<file path="config.mk">
export PLATFORM = sky130hd
export DESIGN_NAME = tick_divider_multi
export DESIGN_NICKNAME = d
export VERILOG_FILES = /design/src/rtl/tick_divider_multi.sv
export SDC_FILE = /design/constraint.sdc
export NUM_CORES = 1
export LEC_CHECK = 0
export CAP_MARGIN = 20
export CORE_MARGIN = 5
export CORE_UTILIZATION = 50
export CTS_BUF_LIST = sky130_fd_sc_hd__clkbuf_2 sky130_fd_sc_hd__clkbuf_4 sky130_fd_sc_hd__clkbuf_8
export CTS_CLUSTER_DIAMETER = 120
export DETAILED_ROUTE_END_ITERATION = 10
export PLACE_DENSITY = 0.79
export RECOVER_POWER = 100
export SLEW_MARGIN = 30
export SYNTH_ARGS = -nofsm -noshare
export SYNTH_HDL_FRONTEND = slang
export SYNTH_SLANG_ARGS = --single-unit
</file>
<file path="constraint.sdc">
create_clock -name clk_in -period 3.43 [get_ports clk_in]
set_input_delay 0.343 -clock clk_in [delete_from_list [all_inputs] [get_ports clk_in]]
set_output_delay 0.343 -clock clk_in [all_outputs]
set_load 0.05 [all_outputs]
</file>
<file path="src/rtl/tick_divider_multi.sv">
// rtl/tick_divider_multi.sv - multi-channel programmable tick/square-wave divider
module tick_divider_multi #(
  parameter int NUM_CH      = 4,
  parameter int CNT_W       = 17,
  parameter int DEFAULT_DIV = 100000,
  parameter int CH_W        = 2
) (
  input  logic              clk_in,
  input  logic              rst_n,
  input  logic [NUM_CH-1:0] en,
  input  logic              sync_clr,
  input  logic              wr_en,
  input  logic [CH_W-1:0]   wr_ch,
  input  logic [CNT_W-1:0]  wr_div,
  output logic [NUM_CH-1:0] tick_out,
  output logic [NUM_CH-1:0] clk_out
);

  for (genvar i = 0; i < NUM_CH; i++) begin : g_ch
    logic [CNT_W-1:0] cnt;
    logic [CNT_W-1:0] active_div;
    logic [CNT_W-1:0] pending_div;
    logic             pending_vld;
    logic             tick_r;
    logic             sq_r;
    logic             hit;
    logic             running;
    logic             wrap;

    // Selects at or above NUM_CH never match any generated channel index.
    assign hit     = wr_en && (wr_ch == CH_W'(i));
    assign running = en[i] && (active_div != '0);
    assign wrap    = (cnt == active_div - CNT_W'(1));

    always_ff @(posedge clk_in or negedge rst_n) begin
      if (!rst_n) begin
        cnt         <= '0;
        active_div  <= CNT_W'(DEFAULT_DIV);
        pending_div <= CNT_W'(DEFAULT_DIV);
        pending_vld <= 1'b0;
        tick_r      <= 1'b0;
        sq_r        <= 1'b0;
      end else if (sync_clr) begin
        cnt    <= '0;
        tick_r <= 1'b0;
        sq_r   <= 1'b0;
        if (hit) begin
          active_div  <= wr_div;
          pending_vld <= 1'b0;
        end else if (pending_vld) begin
          active_div  <= pending_div;
          pending_vld <= 1'b0;
        end
      end else if (!running) begin
        // Idle channels take a new divisor immediately and restart from zero.
        tick_r <= 1'b0;
        if (hit) begin
          active_div  <= wr_div;
          cnt         <= '0;
          pending_vld <= 1'b0;
        end
      end else begin
        if (wrap) begin
          cnt    <= '0;
          tick_r <= 1'b1;
          sq_r   <= ~sq_r;
          if (pending_vld) begin
            active_div  <= pending_div;
            pending_vld <= 1'b0;
          end
        end else begin
          cnt    <= cnt + CNT_W'(1);
          tick_r <= 1'b0;
        end
        // A write on the wrap edge is held for the following wrap.
        if (hit) begin
          pending_div <= wr_div;
          pending_vld <= 1'b1;
        end
      end
    end

    assign tick_out[i] = tick_r;
    assign clk_out[i]  = sq_r;
  end

endmodule
</file>
==> summary.txt, run 1 <==
Power and ir drop
  • Clk pwr share: 33.0%
  • Cell internal pwr: 5.27 mW
  • PwrDens: 541 nW/µm²
  • Peak VDD IR: 0.000383 V
  • Switching portion of total power: 30.0%
  • Comb power frac: 20.5%
  • Seq pwr share: 46.5%
  • Static leakage: 5.56 nW
  • P_sw: 2.25 mW

Synth
  • Seq/Total Area, Yosys: 43.9%
  • Top-area cell type share of the netlist area: 33.7%
  • Post-synthesis cell count: 1265
  • Dominant cell type by area after synthesis: dfrtp_1
  • Post-Syn Area: 12500 µm²
  • FF+latch count, synth: 216
  • Synth unique cells: 81
  • Post-synth top flop: dfrtp_1
  • Synth top area cells: dfrtp_1, dfstp_2, mux2_1, xnor2_1, xor2_1
  • Post-synth EDFFs: 0
  • Yosys warnings: 0
  • Ys async rst share: 100%
  • Most frequent cells after synthesis: dfrtp_1, nor2_1, nand2_1, xnor2_1, xor2_1
  • Count leader, synth: dfrtp_1
  • Avg Cell Area, Syn: 9.85 µm²
  • Synthesized Nets: 1300

Routing
  • Post-DRT Antenna Nets: 0
  • DRT Wirelength: 29300 µm
  • Avg WL per Cell: 17.7 µm
  • First DRT Iteration DRCs: 689
  • Drt drc: 0
  • DR vias: 9962
  • DRT Pass-1 Iters: 5
  • Vias/cell: 6.03

Critical path
  • R2R Setup Slk: 130 ps
  • Worst endpoint required time: 3830 ps
  • Type of origin of the critical path: flip-flop
  • Reg2reg start: g_ch[0].active_div[3]
  • Crit end category: flip-flop
  • R2R Path End: g_ch[0].active_div[1]
  • Critical path class: flip-flop to flip-flop
  • Max FO, Critical Path: 17
  • Critical path arrival: 3700 ps
  • R2R depth: 8

Outcome
  • Outcome: complete, but fails checks
  • Failing checks: max-capacitance violations, max-slew violations

Floorplanning
  • Starting Density: 50.9%
  • Die ar.: 28200 µm²
  • Core Region: 24500 µm²
  • Die X: 168 µm
  • Ports: 35
  • Row cnt: 57
  • Height of the die: 168 µm

Finish
  • Area grow syn2layout: 11.7%
  • Non-Filler Instances: 1652
  • Number of diodes: 0
  • Layout cells sized above 1: 14.5%
  • Nets: 1338

Clock network
  • CTS sink cnt: 216
  • Root Driver: clkbuf_8
  • CTS buffer count: 37
  • Worst skew pair latency: 530 ps
  • CTS tree: built
  • Setup bufs post-CTS: 0
  • H-tree depth: 2
  • Clk slew on worst S/H paths: 60 ps
  • Clk buf depth: 3

STA
  • Worst setup margin: 131 ps
  • Slew headroom: -8.15%
  • Clock Skews: 19.6 ps
  • RSZ-0062 raised after global routing: no
  • Worst slew pin tran: 1620 ps
  • TNS Setup: 0 ps
  • Tmin final: 3300 ps
  • Max Transition Viols Final: 31
  • Achievable Freq: 303 MHz
  • Fin. Hold Viols: 0
  • Final setup vio count: 0
  • Final period util: 96.2%

GRT
  • Largest net degree at the start of global routing: 113
  • Vias in the first global route: 9661
  • Total track usage: 20.5%
  • First-pass GRT wire length: 48500 µm
  • Initial antenna violation count: 0
  • Total congestion overflow: 0

Placed design
  • PortBufs: 34
  • GP Congestion: 0.873
  • DP Wirelength: 20000 µm
  • Setup WS pre-CTS: 179 ps
  • Placed Instances: 1585

Hold path
  • Hold Path Origin: g_ch[1].pending_div[0]
  • Hold Path End: g_ch[1].pending_div[0]
  • Worst hold stages: 1
  • Hold crit path type: flip-flop to flip-flop

Run
  • Max Cap Viol: 1
==> sequential cells by signal, indices dropped and copies added (netlist names) <==
register / count
g_ch.pending_vld: 4
g_ch.cnt: 68
g_ch.tick_r: 4
g_ch.sq_r: 4
g_ch.active_div: 68
g_ch.pending_div: 68
==> layer usage <==
metal / share of wire [%] / track usage [%]
met1: 44 / 28.2
met2: 48 / 33.8
met3: 5.7 / 3.85
met4: 1.7 / 5.26
met5: 0 / 0
==> kinds of logic after synthesis <==
family,synth area share [%]
simple gates,20.3
compound gates,14.8
flops,43.9
xor+xnor,9.81
buf+inv,3.75
mux,6.73
fa+ha+maj,0.803
==> layout by cell type, fill, tap and decap left out, drive strengths merged, types with 36 or more instances in the layout <==
master   count
nand2      105
dfstp       48
a2bb2oi     51
nand3b      40
o21ai       83
nor2       106
mux2        70
nor3        36
dfrtp      168
xor2        68
xnor2       69
nand3       42
clkbuf      75
==> critical path: stages, from the launching register on <==
cell,delay [ps]
dfrtp_1,370
or4_1,610
or3_1,400
a2111oi_2,390
o2111ai_1,220
nor4_4,410
a41o_1,240
a21oi_2,210
a22o_1,330
==> worst max-delay path by stage <==
stage                     depth (start not counted)                  start  slack, ps                     end
after floorplan                                  12  g_ch[1].active_div[0]        180  g_ch[1].active_div[14]
after global routing                             11  g_ch[1].active_div[0]         10   g_ch[1].active_div[3]
after global placement                           11  g_ch[1].active_div[0]        220   g_ch[1].active_div[0]
after detailed placement                         11  g_ch[1].active_div[0]        180   g_ch[1].active_div[1]
final                                             8  g_ch[0].active_div[3]        130   g_ch[0].active_div[1]
after CTS                                        11  g_ch[1].active_div[1]        120   g_ch[1].active_div[3]
==> power by group through the flow <==
stage	logic [mW]	clock network (mW)	registers [mW]
finish	1.54	2.48	3.50
global route	1.71	2.64	3.56
CTS	1.55	2.54	3.49
detailed placement	1.54	0	3.53
global placement	1.47	0	3.51
floorplan	1.25	0	3.33
==> final cells by class <==
| class | instances | area, µm² |
|---|---|---|
| Tap cell | 324 | 405 |
| Inverter | 21 | 78.8 |
| Clock inverter | 5 | 75.1 |
| Multi-Input combinational cell | 949 | 6530 |
| Fill cell | 2112 | 10600 |
| Timing Repair Buffer | 78 | 654 |
| Sequential cell | 216 | 5470 |
| Clock buffer | 59 | 706 |
==> timing repair <==
item	4_1_cts	5_1_grt
endpoints found under the setup margin	0	55
endpoints found under the hold margin	31	0
gates resized for setup	0	9
hold buffers	1	0
==> metrics by stage <==
step / util (%) / hold slack, ps / power [mW] / instance area (µm²)
finish: 56.9 / 481 / 7.52 / 13900
global route: 56.9 / 491 / 7.90 / 13900
CTS: 57.2 / 480 / 7.58 / 14000
detailed placement: 53.9 / 467 / 5.07 / 13200
global placement: 53.9 / 459 / 4.98 / 13200
floorplan: - / 47.4 / 4.58 / 12500
No activity file was read; power rests on OpenSTA's default activity.
==> inputs of run 2 (changes only) <==
--- a/config.mk
+++ b/config.mk
@@ -7,11 +7,11 @@
 export LEC_CHECK = 0
 export CAP_MARGIN = 20
 export CORE_MARGIN = 5
-export CORE_UTILIZATION = 50
+export CORE_UTILIZATION = 55
 export CTS_BUF_LIST = sky130_fd_sc_hd__clkbuf_2 sky130_fd_sc_hd__clkbuf_4 sky130_fd_sc_hd__clkbuf_8
 export CTS_CLUSTER_DIAMETER = 120
 export DETAILED_ROUTE_END_ITERATION = 10
-export PLACE_DENSITY = 0.79
+export PLACE_DENSITY = 0.82
 export RECOVER_POWER = 100
 export SLEW_MARGIN = 30
 export SYNTH_ARGS = -nofsm -noshare
==> constraint.sdc (replaced) <==
create_clock -name clk_in -period 4.2 [get_ports clk_in]
set_input_delay 0.42 -clock clk_in [delete_from_list [all_inputs] [get_ports clk_in]]
set_output_delay 0.42 -clock clk_in [all_outputs]
set_load 0.05 [all_outputs]
==> run 2 against run 1 <==
Against the previous run:
- critical endpoint is now g_ch[1].active_div[16]
- design area down 1.4%
- largest power group unchanged
- clock skew grew 2.5 ps
- critical path depth up 2
- largest cell class unchanged
- flip-flop and latch count is the same
- the flow still finishes with violations (max-capacitance violations, max-slew violations)
- worst setup slack better by 260 ps
==> summary.txt, run 2 (synthesized netlist as in run 1, its figures left out) <==
Outcome
  • Outcome: complete, but fails checks
  • Failing checks: max-capacitance violations, max-slew violations

STA
  • Clock Skews: 22.1 ps (+2.50 ps)
  • Hold WS: 479 ps (-2.55 ps)
  • Worst setup margin: 387 ps (+256 ps)
  • Final period util: 90.8% (-5.4 points)
  • RSZ-0062 raised after global routing: no
  • TNS Setup: 0 ps (unchanged)
  • Slew headroom: -80.3% (-72 points)
  • Worst slew pin tran: 2710 ps (+1080 ps)
  • Final setup vio count: 0 (unchanged)
  • Achievable Freq: 262 MHz (-13%)
  • Max Transition Viols Final: 107 (+250%)
  • Fin. Hold Viols: 0 (unchanged)
  • Tmin final: 3810 ps (+514 ps)

Power and ir drop
  • Peak VDD IR: 0.000254 V (-34%)
  • Overall power: 6.15 mW (-18%)
  • P_sw: 1.84 mW (-18%)
  • Clk pwr share: 33.9% (+0.9 points)
  • Seq pwr share: 46.9% (+0.4 points)
  • Cell internal pwr: 4.31 mW (-18%)
  • Comb power frac: 19.2% (-1.3 points)
  • Switching portion of total power: 29.9% (-0.037 points)
  • Static leakage: 5.48 nW (-1.5%)
  • PwrDens: 448 nW/µm² (-17%)

Routing
  • Vias/cell: 6.16 (+2.2%)
  • Avg WL per Cell: 18.0 µm (+1.4%)
  • DR vias: 9826 (-1.4%)
  • Drt drc: 0 (unchanged)
  • DRT Wirelength: 28700 µm (-2.1%)
  • Post-DRT Antenna Nets: 0 (unchanged)
  • First DRT Iteration DRCs: 803 (+17%)
  • DRT Pass-1 Iters: 6 (+1)

Critical path
  • Slowest stage delay, CP: 720 ps (+110 ps)
  • CP cell instances: inv_1, ha_1, or4b_1, or4b_1, a21oi_1, or3_1, nand4_1, or3_1, o21ai_2, a2bb2oi_1
  • Crit path max-delay cell type: o21ai_2
  • R2R Setup Slk: 390 ps (+260 ps)
  • Type of origin of the critical path: flip-flop
  • Crit end category: flip-flop
  • Worst Path Buf+Inv: 1 (+1)
  • Reg2reg start: g_ch[1].active_div[0]
  • R2R Path End: g_ch[1].active_div[16]
  • Worst endpoint required time: 4650 ps (+820 ps)
  • CP top delay family: simple AND/OR/NAND/NOR gates
  • Critical path arrival: 4260 ps (+560 ps)
  • Critical path class: flip-flop to flip-flop
  • Max FO, Critical Path: 17 (unchanged)
  • R2R depth: 10 (+2)

Floorplanning
  • Row cnt: 55 (-3.5%)
  • Height of the die: 161 µm (-4.4%)
  • Starting Density: 55.4% (+4.4 points)
  • Die ar.: 25800 µm² (-8.6%)
  • Core Region: 22500 µm² (-8.0%)
  • Ports: 35 (unchanged)
  • Die X: 161 µm (-4.4%)

GRT
  • Total congestion overflow: 0 (unchanged)
  • Total track usage: 22.2% (+1.7 points)
  • Initial antenna violation count: 0 (unchanged)
  • Vias in the first global route: 9565 (-0.99%)
  • First-pass GRT wire length: 48300 µm (-0.55%)
  • Largest net degree at the start of global routing: 108 (-4.4%)

Finish
  • Post-layout util: 61.0% (+4.1 points)
  • Most frequent cells in the layout: dfrtp_1, nor2_1, nand2_1, o21ai_0, xnor2_1
  • Most common cell after layout, fill and taps aside: dfrtp_1
  • FILL cells: 1844 (-13%)
  • Number of diodes: 0 (unchanged)
  • Non-Filler Instances: 1595 (-3.5%)
  • Area grow syn2layout: 10.1%
  • Nets: 1316 (-1.6%)
  • Finished Cell Area: 13700 µm² (-1.4%)
  • Area of the multi-input gates: 6500 µm² (-0.31%)
  • Layout cells sized above 1: 13.4% (-1.2 points)
  • Top flop regs: g_ch.active_div: 68 flops, g_ch.cnt: 68 flops, g_ch.pending_div: 68 flops
  • Reg area: 5470 µm² (unchanged)

Clock network
  • Hold-fix buffers, CTS: 1 (unchanged)
  • CTS tree: built
  • CTS buffer count: 38 (+2.7%)
  • CTS sink cnt: 216 (unchanged)
  • Root Driver: clkbuf_8
  • Clk slew on worst S/H paths: 60 ps (about the same)
  • Clk buf depth: 3 (unchanged)
  • Worst skew pair latency: 540 ps (about the same)
  • Setup bufs post-CTS: 0 (unchanged)
  • H-tree depth: 2 (unchanged)
  • Resized Gates After CTS: 0 (unchanged)

Placed design
  • PortBufs: 34 (unchanged)
  • Placed Instances: 1525 (-3.8%)
  • GP Congestion: 0.889 (+1.9%)
  • DP Wirelength: 19300 µm (-3.6%)
  • Post-DP Area: 13000 µm² (-1.7%)
  • Setup WS pre-CTS: 691 ps (+511 ps)

Hold path
  • Hold crit path type: flip-flop to flip-flop
  • Worst hold stages: 1 (unchanged)
  • Hold Path End: g_ch[1].pending_div[14]
  • Hold Path Origin: g_ch[1].pending_div[14]

Run
  • Max Cap Viol: 1 (unchanged)
## run 2: changes by cell type in the layout (fill, tap and decap cells not counted), moves of 3 or more
cell | previous run | this run
clkbuf_4 | 21 | 17
clkbuf_8 | 42 | 47
buf_4 | 25 | 13
clkbuf_2 | 7 | 4
## run 2: power groups by stage
stage | clock network, mW | registers, mW | logic, mW
global placement | 0 | 2.88 | 1.14
detailed placement | 0 | 2.90 | 1.19
finish | 2.09 | 2.88 | 1.18
global route | 2.23 | 2.93 | 1.31
CTS | 2.13 | 2.87 | 1.20
floorplan | 0 | 2.72 | 1.02
## run 2: how the worst max path moves through the flow
stage | startpoint | slack, ps | endpoint | cells after the start
4_1_cts | g_ch[1].active_div[0] | 640 | g_ch[1].active_div[16] | 10
3_3_place_gp | g_ch[1].active_div[0] | 760 | g_ch[1].active_div[5] | 10
3_5_place_dp | g_ch[1].active_div[0] | 690 | g_ch[1].active_div[4] | 10
5_1_grt | g_ch[3].active_div[0] | 200 | g_ch[3].active_div[13] | 11
2_1_floorplan | g_ch[1].active_div[0] | 950 | g_ch[1].active_div[14] | 12
6_report | g_ch[1].active_div[0] | 390 | g_ch[1].active_div[16] | 10
## run 2: per-layer routing
| layer | vias up | share of wire, % | track usage [%] |
|---|---|---|---|
| li1 | 4631 | - | - |
| met1 | 4902 | 45 | 30.7 |
| met2 | 237 | 48 | 36.2 |
| met3 | 56 | 5.0 | 3.70 |
| met4 | 0 | 2.3 | 6.53 |
| met5 | - | 0 | 0 |
## run 2: worst register-to-register path, delay by kind of cell, from the launching register on
kind	cells	cell delay [ps]
and+or+nand+nor	5	1770
AOI/OAI and AO/OA	3	1120
DFF	1	480
adders and majority gates	1	240
buffers and inverters	1	90
## run 2: area by class of cell
class / count / area share, %
sequential: 216 / 39.8
inverter: 21 / 0.575
clock inverter: 5 / 0.365
tap: 285 / 2.60
timing repair buffer: 55 / 3.57
clock buffer: 64 / 5.65
multi-input combinational: 949 / 47.4
